### src/rtl/pipe_pkg.sv
// Shared types and constants for the RV32 pipeline hazard control.
package pipe_pkg;

    typedef enum logic [0:0] {
        RUN      = 1'b0,
        DIV_BUSY = 1'b1
    } state_e;

    localparam logic [31:0] NOP_INSTR = 32'h0000_0013;
    localparam logic [4:0]  REG_X0    = 5'd0;

    function automatic logic src_match(input logic use_rs, input logic [4:0] rs, input logic [4:0] rd);
        return use_rs && (rs == rd);
    endfunction

endpackage

### src/rtl/load_use_detect.sv
// Combinational load-use hazard compare between the ID consumer and the EX load.
module load_use_detect
    import pipe_pkg::*;
(
    input  logic [4:0] id_rs1_i,
    input  logic [4:0] id_rs2_i,
    input  logic       id_use_rs1_i,
    input  logic       id_use_rs2_i,
    input  logic [4:0] ex_rd_i,
    input  logic       ex_memread_i,
    output logic       hazard_o
);

    // x0 never carries a real dependency, so a load into it cannot stall.
    always_comb begin
        hazard_o = 1'b0;
        if (ex_memread_i && (ex_rd_i != REG_X0)) begin
            hazard_o = src_match(id_use_rs1_i, id_rs1_i, ex_rd_i) ||
                       src_match(id_use_rs2_i, id_rs2_i, ex_rd_i);
        end else begin
            hazard_o = 1'b0;
        end
    end

endmodule

### src/rtl/pipe_hazard_ctrl.sv
// Stall/flush sequencer: trap > divider > redirect > load-use > normal flow,
// plus the divider schedule FSM and stall/flush performance counters.
module pipe_hazard_ctrl
    import pipe_pkg::*;
#(
    parameter int DIV_CYCLES = 32,
    parameter int CNT_W      = 32
) (
    input  logic             clk,
    input  logic             reset,
    input  logic [4:0]       id_rs1,
    input  logic [4:0]       id_rs2,
    input  logic             id_use_rs1,
    input  logic             id_use_rs2,
    input  logic [4:0]       ex_rd,
    input  logic             ex_memRead,
    input  logic             ex_is_div,
    input  logic             ex_PCSel,
    input  logic             mem_trapReq,
    output logic             pc_en,
    output logic             ifid_en,
    output logic             idex_en,
    output logic             exmem_en,
    output logic             ifid_flush,
    output logic             idex_flush,
    output logic             exmem_flush,
    output logic             pc_trap_sel,
    output logic             div_start,
    output logic             div_abort,
    output logic             div_busy,
    output logic [CNT_W-1:0] stall_cnt,
    output logic [CNT_W-1:0] flush_cnt
);

    state_e           state_q, state_d;
    logic [7:0]       div_cnt_q, div_cnt_d;
    logic [CNT_W-1:0] stall_cnt_q, flush_cnt_q;
    logic             lu_hazard_s;

    load_use_detect u_lud (
        .id_rs1_i     (id_rs1),
        .id_rs2_i     (id_rs2),
        .id_use_rs1_i (id_use_rs1),
        .id_use_rs2_i (id_use_rs2),
        .ex_rd_i      (ex_rd),
        .ex_memread_i (ex_memRead),
        .hazard_o     (lu_hazard_s)
    );

    // Next-state and same-cycle pipeline controls.
    always_comb begin
        state_d     = state_q;
        div_cnt_d   = div_cnt_q;
        pc_en       = 1'b1;
        ifid_en     = 1'b1;
        idex_en     = 1'b1;
        exmem_en    = 1'b1;
        ifid_flush  = 1'b0;
        idex_flush  = 1'b0;
        exmem_flush = 1'b0;
        pc_trap_sel = 1'b0;
        div_start   = 1'b0;
        div_abort   = 1'b0;
        div_busy    = 1'b0;
        if (!reset) begin
            pc_en       = 1'b0;
            ifid_en     = 1'b0;
            idex_en     = 1'b0;
            exmem_en    = 1'b0;
            ifid_flush  = 1'b1;
            idex_flush  = 1'b1;
            exmem_flush = 1'b1;
            state_d     = RUN;
            div_cnt_d   = 8'd0;
        end else if (mem_trapReq) begin
            ifid_flush  = 1'b1;
            idex_flush  = 1'b1;
            exmem_flush = 1'b1;
            pc_trap_sel = 1'b1;
            div_busy    = (state_q == DIV_BUSY);
            div_abort   = (state_q == DIV_BUSY);
            state_d     = RUN;
            div_cnt_d   = 8'd0;
        end else if (state_q == DIV_BUSY) begin
            div_busy = 1'b1;
            if (div_cnt_q != 8'd0) begin
                pc_en       = 1'b0;
                ifid_en     = 1'b0;
                idex_en     = 1'b0;
                exmem_flush = 1'b1;
                div_cnt_d   = div_cnt_q - 8'd1;
            end else begin
                // Release cycle: the result lands in EX/MEM; ex_is_div still high is ignored.
                state_d = RUN;
            end
        end else if (ex_is_div) begin
            div_start   = 1'b1;
            pc_en       = 1'b0;
            ifid_en     = 1'b0;
            idex_en     = 1'b0;
            exmem_flush = 1'b1;
            div_cnt_d   = 8'(DIV_CYCLES - 1);
            state_d     = DIV_BUSY;
        end else if (ex_PCSel) begin
            ifid_flush = 1'b1;
            idex_flush = 1'b1;
        end else if (lu_hazard_s) begin
            pc_en      = 1'b0;
            ifid_en    = 1'b0;
            idex_flush = 1'b1;
        end else begin
            pc_en = 1'b1;
        end
    end

    // FSM, divider countdown and performance counters.
    always_ff @(posedge clk or negedge reset) begin
        if (!reset) begin
            state_q     <= RUN;
            div_cnt_q   <= 8'd0;
            stall_cnt_q <= '0;
            flush_cnt_q <= '0;
        end else begin
            state_q   <= state_d;
            div_cnt_q <= div_cnt_d;
            if (!pc_en) begin
                stall_cnt_q <= stall_cnt_q + CNT_W'(1);
            end else begin
                stall_cnt_q <= stall_cnt_q;
            end
            if (ifid_flush || idex_flush || exmem_flush) begin
                flush_cnt_q <= flush_cnt_q + CNT_W'(1);
            end else begin
                flush_cnt_q <= flush_cnt_q;
            end
        end
    end

    assign stall_cnt = stall_cnt_q;
    assign flush_cnt = flush_cnt_q;

endmodule

### config.mk
export PLATFORM = sky130hd
export DESIGN_NAME = pipe_hazard_ctrl
export DESIGN_NICKNAME = d
export VERILOG_FILES = /design/src/rtl/pipe_pkg.sv /design/src/rtl/load_use_detect.sv /design/src/rtl/pipe_hazard_ctrl.sv
export SDC_FILE = /design/constraint.sdc
export NUM_CORES = 1
export LEC_CHECK = 0
export ABC_AREA = 0
export CAP_MARGIN = 10
export CORE_UTILIZATION = 30
export CTS_BUF_LIST = sky130_fd_sc_hd__clkbuf_8
export CTS_CLUSTER_DIAMETER = 120
export DETAILED_ROUTE_END_ITERATION = 16
export PLACE_DENSITY = 0.58
export SLEW_MARGIN = 20
export SYNTH_ARGS = -nofsm -noshare
export SYNTH_HDL_FRONTEND = slang
export SYNTH_SLANG_ARGS = --single-unit
### constraint.sdc
create_clock -name clk -period 6.67 [get_ports clk]
set_clock_uncertainty 0.1 [all_clocks]
set_input_delay 1.6675 -clock clk [delete_from_list [all_inputs] [get_ports clk]]
set_output_delay 1.6675 -clock clk [all_outputs]
set_load 0.05 [all_outputs]
==> summary.txt <==
STA
  • RSZ-0062 raised after global routing: no
  • Slew Limit Fails: 0
  • Relative slew slack: 0.412
  • Min cycle time layout: 5.94 ns
  • Final hold viol count: 0
  • Period utilisation layout: 0.891
  • Setup Total Neg Slack: 0 ns
  • Worst Max-Slew Pin Slew: 0.883 ns
  • Final setup fails: 0
  • Hold slack final: 0.369 ns
  • Fmax: 168 MHz

Critical path
  • Setup crit start: ex_rd[0]
  • Kind of critical path: primary input to output port
  • CP max FO: 3
  • R2R depth: 8
  • Crit start category: primary input
  • Reg-to-reg endpoint: flush_cnt[25]
  • R2R Path Start: div_cnt_q[0]
  • Crit path DAT: 4.17 ns
  • Crit end category: output port
  • Worst Path Required: 4.90 ns
  • Flop-to-flop setup slack: 3.63 ns
  • Worst setup endpoint: idex_flush

Floorplanning
  • Starting density of the core: 0.311
  • Die height: 114 microns
  • Die area: 0.0130 sq mm
  • Core Rows: 40
  • Core area: 0.0121 sq mm
  • # IOs: 98
  • Die W: 114 microns

GRT
  • Antenna violations before repair: 0
  • First-pass GRT wire length: 15,400 microns
  • Vias in the first global route: 3,067
  • GRT overflow: 0
  • Pin count of the biggest net entering global routing: 43
  • GR Util All Layers: 0.151

Yosys
  • Synthesized area: 0.00376 sq mm
  • Avg Cell Area, Syn: 10.2 sq um
  • Cell taking the most area after synthesis: dfrtp_1
  • Yosys warns: 0
  • Cells after Synth: 370
  • Top-area cell type share of the netlist area: 0.486
  • Mapped Nets: 397
  • Synthesized flop and latch total: 73
  • Ranking of synthesized cells by area: dfrtp_1 49%, xnor2_1 8.8%, xor2_1 8.6%
  • Cell variety after synth: 43
  • Register area share after synthesis: 0.486

Drt
  • DR WL/cell: 14.6 microns
  • Post-route DRC: 0
  • Post-DRT Antenna Nets: 0
  • Initial DRC count: 107
  • Vias/cell: 4.79
  • Post-Route WL: 9390 microns
  • Via count: 3,080
  • Iteration count of the initial detailed-routing pass: 4

Power
  • Clk network pwr share: 0.276
  • Int Power: 0.000994 W
  • Combinational fraction of design power: 0.354
  • Cell Pwr Density: 312 mW/mm^2
  • Switching Fraction: 0.383
  • Design Power: 0.00161 W
  • Flop pwr share: 0.369
  • P_leak: 2.03 nW
  • Net Sw Power: 0.000617 W
  • VDD IR max: 0.275 mV

Clock network
  • Clock transition at path regs: 0.07 ns
  • Root Buffer: clkbuf_8
  • H-tree levels: 3
  • Setup Buffers After CTS: 0
  • Worst-skew pair later-pin latency: 0.35 ns
  • CTS Buf Count: 9
  • TritonCTS Sinks: 73
  • Hold_buf cts: 0
  • Clock Path Buffers: 2
  • CTS tree: built
  • CTS resizes: 0

Cells and area
  • # diodes: 0
  • Final nets: 497
  • Util after Layout: 0.427
  • Synthesis-to-finish area growth: 37.5%
  • Fill cell count: 1,233
  • Share of cells above drive strength 1: 0.0674

Run
  • Max-cap violation count: 0

Placement
  • Input/output buffers: 97
  • RD Place Congestion: 0.848
  • DPL Wire Length: 6770 microns

Outcome
  • Status: finished clean

Min path
  • Hold Path Class: flip-flop to flip-flop
## per-layer routing
metal  global-route usage  share of wire  vias to the layer above
li1                     -              -                     1481
met1                0.191           0.46                     1504
met2                0.250           0.47                       83
met3               0.0494          0.057                       12
met4               0.0398          0.012                        0
met5                    0              0                        -
## state kept, by name, summed over array words and instances (netlist names)
signal and flops:
div_cnt_q 8, stall_cnt 32, flush_cnt 32, state_q 1
## synth_stat cells, drive strengths merged
cell type and n:
a21o 2, nand2 29, inv 13, or4 2, a311oi 1, o21ai 2, buf 8, dfrtp 73
or3 2, clkbuf 3, mux2i 2, nand2b 2, a21oi 3, a22oi 1, o21a 1, a211oi 4
nor2 28, and2 3, xnor2 38, or2 3, a21boi 2, nand4 16, nand4b 1, nor3 24
mux2 1, and3 8, a32oi 1, xor2 37, nor3b 4, nor4b 6, or4bb 1, nand3 28
ha 4, o22ai 1, or2b 1, a2bb2oi 1, nor4 14
## through the flow
stage               area (sq um)  setup slack, ns  cells
finish                      5170            0.730    643
global route                5170            0.656    643
CTS                         5170            0.698    643
detailed placement          4910            0.701    627
global placement            4910            0.736    627
floorplan                   3760             1.66    370
## critical path, cell delays in order
cell	delay (ns)
clkdlybuf4s50_1	0.48
or4_1	0.54
o21ai_0	0.44
nor2_1	0.16
nand2_1	0.12
nand2_1	0.06
clkdlybuf4s50_1	0.70
## layout by cell type, fill, tap and decap left out, types with 12 or more instances in the layout
cell type / synthesis / routed
clkdlybuf4s50_1: 0 / 94
clkbuf_8: 0 / 12
nand4_1: 16 / 16
nor3_1: 24 / 24
nand2_1: 29 / 29
nand3_1: 28 / 28
inv_1: 13 / 13
nor4_1: 14 / 14
xor2_1: 37 / 37
xnor2_1: 38 / 38
dfrtp_1: 73 / 73
nor2_1: 28 / 28
## final cells by class
| cell class | instances | area (sq um) | share of cell area |
|---|---|---|---|
| Clock buffer | 12 | 165 | 0.0319 |
| Sequential cell | 73 | 1830 | 0.353 |
| Timing Repair Buffer | 100 | 1010 | 0.196 |
| Tap cell | 168 | 210 | 0.0407 |
| Multi-Input combinational cell | 273 | 1810 | 0.350 |
| Clock inverter | 4 | 97.6 | 0.0189 |
| Inverter | 13 | 48.8 | 0.00944 |
## worst min-delay path by stage
stage | startpoint | to | slack (ns) | cells after the start
2_1_floorplan | div_cnt_q[7] | div_cnt_q[7] | 0.43 | 2
4_1_cts | stall_cnt[31] | stall_cnt[31] | 0.38 | 1
5_1_grt | stall_cnt[31] | stall_cnt[31] | 0.41 | 1
3_3_place_gp | stall_cnt[31] | stall_cnt[31] | 0.36 | 1
6_report | stall_cnt[31] | stall_cnt[31] | 0.37 | 1
3_5_place_dp | flush_cnt[31] | flush_cnt[31] | 0.37 | 1
## power by group through the flow
stage                     Sequential (W)  Combinational, W  Clock [W]
after floorplan                 0.000809          0.000161          0
after global placement          0.000602          0.000567          0
after detailed placement        0.000604          0.000573          0
after CTS                       0.000596          0.000576   0.000459
after global routing            0.000608          0.000605   0.000475
final                           0.000595          0.000570   0.000445
## cells by family after synthesis
group / Yosys count / synth area share
buf+inv: 24 / 0.0329
flops: 73 / 0.486
mux: 3 / 0.00832
fa+ha+maj: 4 / 0.0133
compound gates: 19 / 0.0449
simple gates: 172 / 0.240
xor+xnor: 75 / 0.175
Power figures use the tool's default switching activity.
